--- src/rtl/fwd_hazard_unit_pkg.sv ---
`default_nettype none
// ============================================================================
//  Module      : fwd_hazard_unit_pkg
//  Description : Shared encodings for the forwarding / hazard unit
//                (ALU operand source selects, hard-wired zero register).
//  Revision    : 1.0 - initial release
// ============================================================================
package fwd_hazard_unit_pkg;

  // ALU operand source select encoding
  typedef enum logic [1:0] {
    FWD_RF  = 2'b00,   // register file read data
    FWD_MEM = 2'b01,   // EX/MEM result
    FWD_WB  = 2'b10    // MEM/WB result
  } fwd_sel_e;

  // Architectural register that always reads as zero
  localparam int REG_ZERO = 0;

endpackage : fwd_hazard_unit_pkg
`default_nettype wire

--- src/rtl/fwd_hazard_unit_if.sv ---
`default_nettype none
// ============================================================================
//  Module      : fwd_hazard_unit_if
//  Description : Pipeline-side bundle of the forwarding / hazard unit:
//                decode/execute/memory/write-back register fields in,
//                forwarding selects, stall controls and stall count out.
//  Revision    : 1.0 - initial release
// ============================================================================
interface fwd_hazard_unit_if #(
  parameter int REG_AW = 5,
  parameter int CNT_W  = 32
);
  // Decode stage
  logic [REG_AW-1:0] D_Rs;
  logic [REG_AW-1:0] D_Rt;
  logic              D_UseRs;
  logic              D_UseRt;
  logic              D_MduUse;
  // Execute stage
  logic [REG_AW-1:0] E_Rs;
  logic [REG_AW-1:0] E_Rt;
  logic              E_ALUSrc;
  logic [REG_AW-1:0] E_Rw;
  logic              E_RegWr;
  logic              E_MemRd;
  logic              E_MduStart;
  // Memory stage
  logic [REG_AW-1:0] M_Rw;
  logic              M_RegWr;
  logic              M_MemRd;
  // Write-back stage
  logic [REG_AW-1:0] W_Rw;
  logic              W_RegWr;
  // Counter control
  logic              StallCntClr;
  // Results
  logic [1:0]        ALUSrcA;
  logic [1:0]        ALUSrcB;
  logic              Stall;
  logic              Flush_E;
  logic              MduBusy;
  logic [CNT_W-1:0]  StallCnt;

  // Pipeline side: supplies register fields, consumes controls
  modport master (
    output D_Rs, D_Rt, D_UseRs, D_UseRt, D_MduUse,
    output E_Rs, E_Rt, E_ALUSrc, E_Rw, E_RegWr, E_MemRd, E_MduStart,
    output M_Rw, M_RegWr, M_MemRd, W_Rw, W_RegWr, StallCntClr,
    input  ALUSrcA, ALUSrcB, Stall, Flush_E, MduBusy, StallCnt
  );

  // Hazard unit side
  modport slave (
    input  D_Rs, D_Rt, D_UseRs, D_UseRt, D_MduUse,
    input  E_Rs, E_Rt, E_ALUSrc, E_Rw, E_RegWr, E_MemRd, E_MduStart,
    input  M_Rw, M_RegWr, M_MemRd, W_Rw, W_RegWr, StallCntClr,
    output ALUSrcA, ALUSrcB, Stall, Flush_E, MduBusy, StallCnt
  );

endinterface : fwd_hazard_unit_if
`default_nettype wire

--- src/rtl/fwd_hazard_unit_fwd_sel.sv ---
`default_nettype none
// ============================================================================
//  Module      : fwd_hazard_unit_fwd_sel
//  Description : Forwarding select for one ALU operand. MEM beats WB; a
//                load in MEM cannot forward (data not yet available), and
//                register zero is never forwarded.
//  Revision    : 1.0 - initial release
// ============================================================================
module fwd_hazard_unit_fwd_sel
  import fwd_hazard_unit_pkg::*;
#(
  parameter int REG_AW = 5,
  parameter bit FWD_EN = 1'b1
) (
  input  wire logic [REG_AW-1:0] src,
  input  wire logic              force_rf,
  input  wire logic [REG_AW-1:0] m_rw,
  input  wire logic              m_regwr,
  input  wire logic              m_memrd,
  input  wire logic [REG_AW-1:0] w_rw,
  input  wire logic              w_regwr,
  output logic [1:0]             sel
);

  localparam logic [REG_AW-1:0] c_zero = REG_AW'(REG_ZERO);

  generate
    if (FWD_EN) begin : g_fwd
      logic w_src_nz;
      logic w_mem_hit;
      logic w_wb_hit;

      assign w_src_nz  = (src != c_zero);
      assign w_mem_hit = m_regwr & (m_rw != c_zero) & w_src_nz & (m_rw == src) & ~m_memrd;
      assign w_wb_hit  = w_regwr & (w_rw != c_zero) & w_src_nz & (w_rw == src);

      // Priority select: immediate operand overrides, then MEM, then WB
      always_comb begin
        sel = FWD_RF;
        if (force_rf)       sel = FWD_RF;
        else if (w_mem_hit) sel = FWD_MEM;
        else if (w_wb_hit)  sel = FWD_WB;
      end
    end else begin : g_nofwd
      logic w_unused;
      assign w_unused = &{1'b0, src, force_rf, m_rw, m_regwr, m_memrd, w_rw, w_regwr};
      assign sel      = FWD_RF;
    end
  endgenerate

endmodule : fwd_hazard_unit_fwd_sel
`default_nettype wire

--- src/rtl/fwd_hazard_unit.sv ---
`default_nettype none
// ============================================================================
//  Module      : fwd_hazard_unit
//  Description : Execute-stage operand forwarding plus decode-stage hazard
//                detection (load-use, no-forwarding RAW, MDU busy). Drives
//                stall/bubble and keeps a saturating stall-cycle counter.
//  Revision    : 1.0 - initial release
// ============================================================================
module fwd_hazard_unit
  import fwd_hazard_unit_pkg::*;
#(
  parameter int REG_AW  = 5,
  parameter bit FWD_EN  = 1'b1,
  parameter int MDU_LAT = 4,
  parameter int CNT_W   = 32
) (
  input wire logic          clk,
  input wire logic          rst_n,
  fwd_hazard_unit_if.slave  bus
);

  localparam int                MDU_W     = (MDU_LAT > 0) ? $clog2(MDU_LAT + 1) : 1;
  localparam logic [MDU_W-1:0]  c_mdu_lat = MDU_W'(MDU_LAT);
  localparam logic [REG_AW-1:0] c_zero    = REG_AW'(REG_ZERO);

  logic [MDU_W-1:0] r_mdu_cnt;
  logic [CNT_W-1:0] r_stall_cnt;

  logic w_rd_a;
  logic w_rd_b;
  logic w_hit_e;
  logic w_hit_m;
  logic w_load_use;
  logic w_nofwd_haz;
  logic w_mdu_haz;
  logic w_mdu_busy;
  logic w_stall;

  // --------------------------------------------------------------------------
  // Operand forwarding
  // --------------------------------------------------------------------------
  fwd_hazard_unit_fwd_sel #(
    .REG_AW (REG_AW),
    .FWD_EN (FWD_EN)
  ) u_fwd_sel_a (
    .src      (bus.E_Rs),
    .force_rf (1'b0),
    .m_rw     (bus.M_Rw),
    .m_regwr  (bus.M_RegWr),
    .m_memrd  (bus.M_MemRd),
    .w_rw     (bus.W_Rw),
    .w_regwr  (bus.W_RegWr),
    .sel      (bus.ALUSrcA)
  );

  fwd_hazard_unit_fwd_sel #(
    .REG_AW (REG_AW),
    .FWD_EN (FWD_EN)
  ) u_fwd_sel_b (
    .src      (bus.E_Rt),
    .force_rf (bus.E_ALUSrc),
    .m_rw     (bus.M_Rw),
    .m_regwr  (bus.M_RegWr),
    .m_memrd  (bus.M_MemRd),
    .w_rw     (bus.W_Rw),
    .w_regwr  (bus.W_RegWr),
    .sel      (bus.ALUSrcB)
  );

  // --------------------------------------------------------------------------
  // Decode-stage hazards. WB never needs a stall because the register file
  // writes in the first half-cycle and reads in the second.
  // --------------------------------------------------------------------------
  assign w_rd_a = bus.D_UseRs & (bus.D_Rs != c_zero);
  assign w_rd_b = bus.D_UseRt & (bus.D_Rt != c_zero);

  // Producer in EX / MEM writes a register that decode is about to read
  always_comb begin
    w_hit_e = bus.E_RegWr & (bus.E_Rw != c_zero) &
              ((w_rd_a & (bus.E_Rw == bus.D_Rs)) | (w_rd_b & (bus.E_Rw == bus.D_Rt)));
    w_hit_m = bus.M_RegWr & (bus.M_Rw != c_zero) &
              ((w_rd_a & (bus.M_Rw == bus.D_Rs)) | (w_rd_b & (bus.M_Rw == bus.D_Rt)));
  end

  assign w_mdu_busy  = (r_mdu_cnt != '0);
  assign w_load_use  = bus.E_MemRd & w_hit_e;
  assign w_nofwd_haz = ~FWD_EN & (w_hit_e | w_hit_m);
  assign w_mdu_haz   = bus.D_MduUse & w_mdu_busy;
  assign w_stall     = w_load_use | w_nofwd_haz | w_mdu_haz;

  assign bus.Stall    = w_stall;
  assign bus.Flush_E  = w_stall;
  assign bus.MduBusy  = w_mdu_busy;
  assign bus.StallCnt = r_stall_cnt;

  // MDU result countdown; a new start (even while busy) reloads the full latency
  always_ff @(posedge clk or negedge rst_n) begin
    if (!rst_n) begin
      r_mdu_cnt <= '0;
    end else if (bus.E_MduStart && (MDU_LAT > 0)) begin
      r_mdu_cnt <= c_mdu_lat;
    end else if (r_mdu_cnt != '0) begin
      r_mdu_cnt <= r_mdu_cnt - MDU_W'(1);
    end
  end

  // Stall-cycle counter: clear wins, otherwise count stalled cycles and hold at all-ones
  always_ff @(posedge clk or negedge rst_n) begin
    if (!rst_n) begin
      r_stall_cnt <= '0;
    end else if (bus.StallCntClr) begin
      r_stall_cnt <= '0;
    end else if (w_stall && (r_stall_cnt != '1)) begin
      r_stall_cnt <= r_stall_cnt + CNT_W'(1);
    end
  end

endmodule : fwd_hazard_unit
`default_nettype wire

--- src/flat_wrapper.sv ---
// flat-port wrapper written by rule: the top's interface ports become plain ports
module fwd_hazard_unit_flat import fwd_hazard_unit_pkg::*;
#(
  parameter int REG_AW  = 5,
  parameter bit FWD_EN  = 1'b1,
  parameter int MDU_LAT = 4,
  parameter int CNT_W   = 32
)
  (clk, rst_n, bus_D_Rs, bus_D_Rt, bus_D_UseRs, bus_D_UseRt, bus_D_MduUse, bus_E_Rs, bus_E_Rt, bus_E_ALUSrc, bus_E_Rw, bus_E_RegWr, bus_E_MemRd, bus_E_MduStart, bus_M_Rw, bus_M_RegWr, bus_M_MemRd, bus_W_Rw, bus_W_RegWr, bus_StallCntClr, bus_ALUSrcA, bus_ALUSrcB, bus_Stall, bus_Flush_E, bus_MduBusy, bus_StallCnt);
  fwd_hazard_unit_if #(.REG_AW(REG_AW), .CNT_W(CNT_W)) bus_i ();
  input wire logic clk;
  input wire logic rst_n;
  input wire logic [$bits(bus_i.D_Rs)-1:0] bus_D_Rs;
  input wire logic [$bits(bus_i.D_Rt)-1:0] bus_D_Rt;
  input wire logic [$bits(bus_i.D_UseRs)-1:0] bus_D_UseRs;
  input wire logic [$bits(bus_i.D_UseRt)-1:0] bus_D_UseRt;
  input wire logic [$bits(bus_i.D_MduUse)-1:0] bus_D_MduUse;
  input wire logic [$bits(bus_i.E_Rs)-1:0] bus_E_Rs;
  input wire logic [$bits(bus_i.E_Rt)-1:0] bus_E_Rt;
  input wire logic [$bits(bus_i.E_ALUSrc)-1:0] bus_E_ALUSrc;
  input wire logic [$bits(bus_i.E_Rw)-1:0] bus_E_Rw;
  input wire logic [$bits(bus_i.E_RegWr)-1:0] bus_E_RegWr;
  input wire logic [$bits(bus_i.E_MemRd)-1:0] bus_E_MemRd;
  input wire logic [$bits(bus_i.E_MduStart)-1:0] bus_E_MduStart;
  input wire logic [$bits(bus_i.M_Rw)-1:0] bus_M_Rw;
  input wire logic [$bits(bus_i.M_RegWr)-1:0] bus_M_RegWr;
  input wire logic [$bits(bus_i.M_MemRd)-1:0] bus_M_MemRd;
  input wire logic [$bits(bus_i.W_Rw)-1:0] bus_W_Rw;
  input wire logic [$bits(bus_i.W_RegWr)-1:0] bus_W_RegWr;
  input wire logic [$bits(bus_i.StallCntClr)-1:0] bus_StallCntClr;
  output wire logic [$bits(bus_i.ALUSrcA)-1:0] bus_ALUSrcA;
  output wire logic [$bits(bus_i.ALUSrcB)-1:0] bus_ALUSrcB;
  output wire logic [$bits(bus_i.Stall)-1:0] bus_Stall;
  output wire logic [$bits(bus_i.Flush_E)-1:0] bus_Flush_E;
  output wire logic [$bits(bus_i.MduBusy)-1:0] bus_MduBusy;
  output wire logic [$bits(bus_i.StallCnt)-1:0] bus_StallCnt;
  assign bus_i.D_Rs = bus_D_Rs;
  assign bus_i.D_Rt = bus_D_Rt;
  assign bus_i.D_UseRs = bus_D_UseRs;
  assign bus_i.D_UseRt = bus_D_UseRt;
  assign bus_i.D_MduUse = bus_D_MduUse;
  assign bus_i.E_Rs = bus_E_Rs;
  assign bus_i.E_Rt = bus_E_Rt;
  assign bus_i.E_ALUSrc = bus_E_ALUSrc;
  assign bus_i.E_Rw = bus_E_Rw;
  assign bus_i.E_RegWr = bus_E_RegWr;
  assign bus_i.E_MemRd = bus_E_MemRd;
  assign bus_i.E_MduStart = bus_E_MduStart;
  assign bus_i.M_Rw = bus_M_Rw;
  assign bus_i.M_RegWr = bus_M_RegWr;
  assign bus_i.M_MemRd = bus_M_MemRd;
  assign bus_i.W_Rw = bus_W_Rw;
  assign bus_i.W_RegWr = bus_W_RegWr;
  assign bus_i.StallCntClr = bus_StallCntClr;
  assign bus_ALUSrcA = bus_i.ALUSrcA;
  assign bus_ALUSrcB = bus_i.ALUSrcB;
  assign bus_Stall = bus_i.Stall;
  assign bus_Flush_E = bus_i.Flush_E;
  assign bus_MduBusy = bus_i.MduBusy;
  assign bus_StallCnt = bus_i.StallCnt;
  fwd_hazard_unit #(.REG_AW(REG_AW), .FWD_EN(FWD_EN), .MDU_LAT(MDU_LAT), .CNT_W(CNT_W)) u_core (.clk(clk), .rst_n(rst_n), .bus(bus_i));
endmodule
--- config.mk ---
export PLATFORM = sky130hd
export DESIGN_NAME = fwd_hazard_unit_flat
export DESIGN_NICKNAME = d
export VERILOG_FILES = /design/src/rtl/fwd_hazard_unit_pkg.sv /design/src/rtl/fwd_hazard_unit_if.sv /design/src/rtl/fwd_hazard_unit_fwd_sel.sv /design/src/rtl/fwd_hazard_unit.sv /design/src/flat_wrapper.sv
export SDC_FILE = /design/constraint.sdc
export NUM_CORES = 1
export LEC_CHECK = 0
export ABC_AREA = 1
export BUFFER_PORTS_ARGS = -buffer_cell sky130_fd_sc_hd__buf_2
export CAP_MARGIN = 5
export CORE_ASPECT_RATIO = 0.75
export CORE_UTILIZATION = 48
export CTS_CLUSTER_DIAMETER = 40
export DETAILED_ROUTE_END_ITERATION = 12
export PLACE_DENSITY = 0.77
export RECOVER_POWER = 100
export SYNTH_ARGS = -nofsm -noshare
export SYNTH_HDL_FRONTEND = slang
export SYNTH_SLANG_ARGS = --single-unit
export TNS_END_PERCENT = 20
--- constraint.sdc ---
create_clock -name clk -period 1.8 [get_ports clk]
set_input_delay 0.45 -clock clk [delete_from_list [all_inputs] [get_ports clk]]
set_output_delay 0.45 -clock clk [all_outputs]
set_load 0.02 [all_outputs]
==> flow_metrics.tcl <==
set metrics [dict create \
    max_cap_violations 0 \
    die_area_um2 6770 \
    cts_sinks 35 \
    synth_ff_type "dfrtp_1" \
    synth_area_um2 3090 \
    start_util_pct 51.5 \
    cts_tree "yes" \
    yosysMostFrequentCell "nand2_1" \
    cts_buffers 5 \
    crit_required_ps 1350 \
    grt_pass1_vias 3138 \
    synthSimpleGateAreaFrac_pct 48.1 \
    first_pass_iters 5 \
    r2r_setup_slack_ps -80 \
    root_buffer "clkbuf_8" \
    slew_viol_final 0 \
    core-area_um2 6010 \
    crit_type "in -> out" \
    detail_route.vias_per_cell 5.37 \
    clkTransAtPathRegs_ps 80 \
    synthMuxAreaShare_pct 0 \
    hold_violations 0 \
    fin_skew_ps 7.36 \
    violations "setup timing" \
    final_area_um2 4240 \
    synth_common_cells "nand2_1 (154), nor2_1 (66), nand3_1 (53)" \
    ys_warn_count 0 \
    grt-ovfl-total 0 \
    reg2reg_from "u_core.bus.StallCnt[1]$_DFFE_PN0P_" \
    synth.distinct_cells 34 \
    outcome "complete, but fails checks" \
    crit_end "bus_ALUSrcB[1]" \
    power_density_nw_per_um2 525 \
    track_usage_pct 27.8 \
    rsz0062_at_grt "yes" \
    hpwl_mm 6.91 \
    r2r-end "u_core.bus.StallCnt[14]$_DFFE_PN0P_" \
    grt_max_degree 41 \
    power.leakage_uw 0.00220 \
    synth_compound_area_share_pct 2.87 \
    synth_seq_cells 35 \
    synth_cells 495 \
    antenna_found_initial 0 \
    synth_top_cell_by_area "dfrtp_1" \
    worst_slack_ps -117 \
    hold_path_class "in -> async" \
    rr_worst_depth 9 \
    place_ws_ps -129 \
    synth_top_family_by_area "simple AND/OR/NAND/NOR gates" \
    cp-start-kind "input pin" \
    slew_headroom_pct 31.5 \
    post_dp_cell_area_um2 3730 \
    initialDrtViolationCount 325 \
    post_synth_xor_area_fraction_pct 9.07 \
    grt_pass1_wl_mm 14.9 \
    vias 3692 \
    post-route-drc-count 0 \
    pin_count 87 \
    crit_fanout 4 \
    startpoint "bus_M_Rw[2]" \
    layout-drive-gt1-share_pct 29.6 \
    synth_top_cell_area_share_pct 28.3 \
    area_growth_pct 37.1 \
    port_buffers 86 \
    die_y_um 71.5 \
    antenna_left 0 \
    postSynthAreaPerCell_um2 6.25 \
    synthArstFlopShare_pct 100 \
    cts_htree_levels 2 \
    max_freq_ghz 0.522 \
    clk_latency_ps 290 \
    tightest_slew_ps 1030 \
    clockBufferDepth 2 \
    fin_crit_ps 1920 \
    crit_arrival_ps 1470 \
    drt_wl_total_mm 10.2 \
    end_kind "output port" \
    die_x_um 94.7 \
    wl_per_cell_um 14.8 \
    rows 24 \
    vdd_drop_max_mv 0.466 \
    yosys.area_share.adder_pct 1.21 \
    cts_hold_buf 0 \
    setup_viol 35 \
    synth_edf_count 0 \
    period_share_pct 106 \
    syn-num-nets 546 \
    yosys-top-cells-area "dfrtp_1 (28%), nand2_1 (19%), nand3_1 (8.6%), nor2_1 (8.0%), xor2_1 (6.5%)" \
    utilization_pct 70.6 \
    diodes 0 \
    routabilityCongestion 0.940 \
    ys_seq_area_share_pct 28.3 \
    finalNetCount 659 \
]
cell type report:
cell class | count | area, µm²
Clock buffer | 7 | 86.3
Inverter | 58 | 235
Clock inverter | 1 | 5.00
Multi-Input combinational cell | 386 | 2070
Sequential cell | 35 | 880
Fill cell | 512 | 1770
Timing Repair Buffer | 122 | 861
Tap cell | 78 | 97.6
power breakdown:
| group | internal (µW) | switching [µW] |
|---|---|---|
| Combinational | 300 | 469 |
| Sequential | 825 | 26.6 |
| Clock | 309 | 296 |
state kept, by name, indices dropped and copies added, names as in the netlist:
signal               flops
u_core.r_mdu_cnt         3
u_core.bus.StallCnt     32
timing repair:
item,CTS,global route
pin swaps,5,26
buffers inserted,1,8
endpoints found under the setup margin,37,38
gates cloned,0,3
resized for setup,15,87
cells in the final DEF, fill, tap and decap left out, drive strengths merged, types with 9 or more instances in the layout:
master  count
nand3      54
nor2       70
xor2       23
clkbuf     21
nand2     159
dfrtp      35
inv        57
nor3       13
nand4      32
o21ai       9
buf       108
xnor2       9
metrics by stage:
stage | setup TNS [ps] | total power [µW] | hold WS [ps] | cells
floorplan | 0 | 1260 | 154 | 495
global placement | -1370 | 1450 | 418 | 667
detailed placement | -2930 | 1470 | 420 | 667
CTS | -223 | 2100 | 113 | 676
global route | -4890 | 2330 | 386 | 687
finish | -2080 | 2230 | 314 | 687
cell families after synthesis:
logic type,Yosys count
and+or+nand+nor,333
DFF,35
adders and majority gates,3
AOI/OAI and AO/OA,16
xor gates and xnor gates,32
buffers and inverters,76
worst min-delay path by stage:
stage	to	slack (ps)	depth (start not counted)
floorplan	u_core.bus.StallCnt[0]$_DFFE_PN0P_	150	0
global placement	u_core.bus.StallCnt[25]$_DFFE_PN0P_	420	1
detailed placement	u_core.bus.StallCnt[27]$_DFFE_PN0P_	420	1
CTS	u_core.bus.StallCnt[1]$_DFFE_PN0P_	110	1
global route	u_core.bus.StallCnt[28]$_DFFE_PN0P_	390	1
finish	u_core.bus.StallCnt[28]$_DFFE_PN0P_	310	1
critical path, stage by stage:
cell	delay, ps
buf_6	100
nor3_1	270
nand3_2	130
nand2_2	100
inv_1	50
nand3_1	90
nor2b_1	130
buf_4	140
layer usage:
layer  GRT usage (%)  part of all wire [%]  vias to the layer above
met2            40.8                    44                      184
met3            3.50                   9.5                       14
li1                -                     -                     1816
met4            3.03                  0.58                        0
met5               0                     0                        -
met1            44.5                    46                     1678
(Power assumes the default switching activity.)
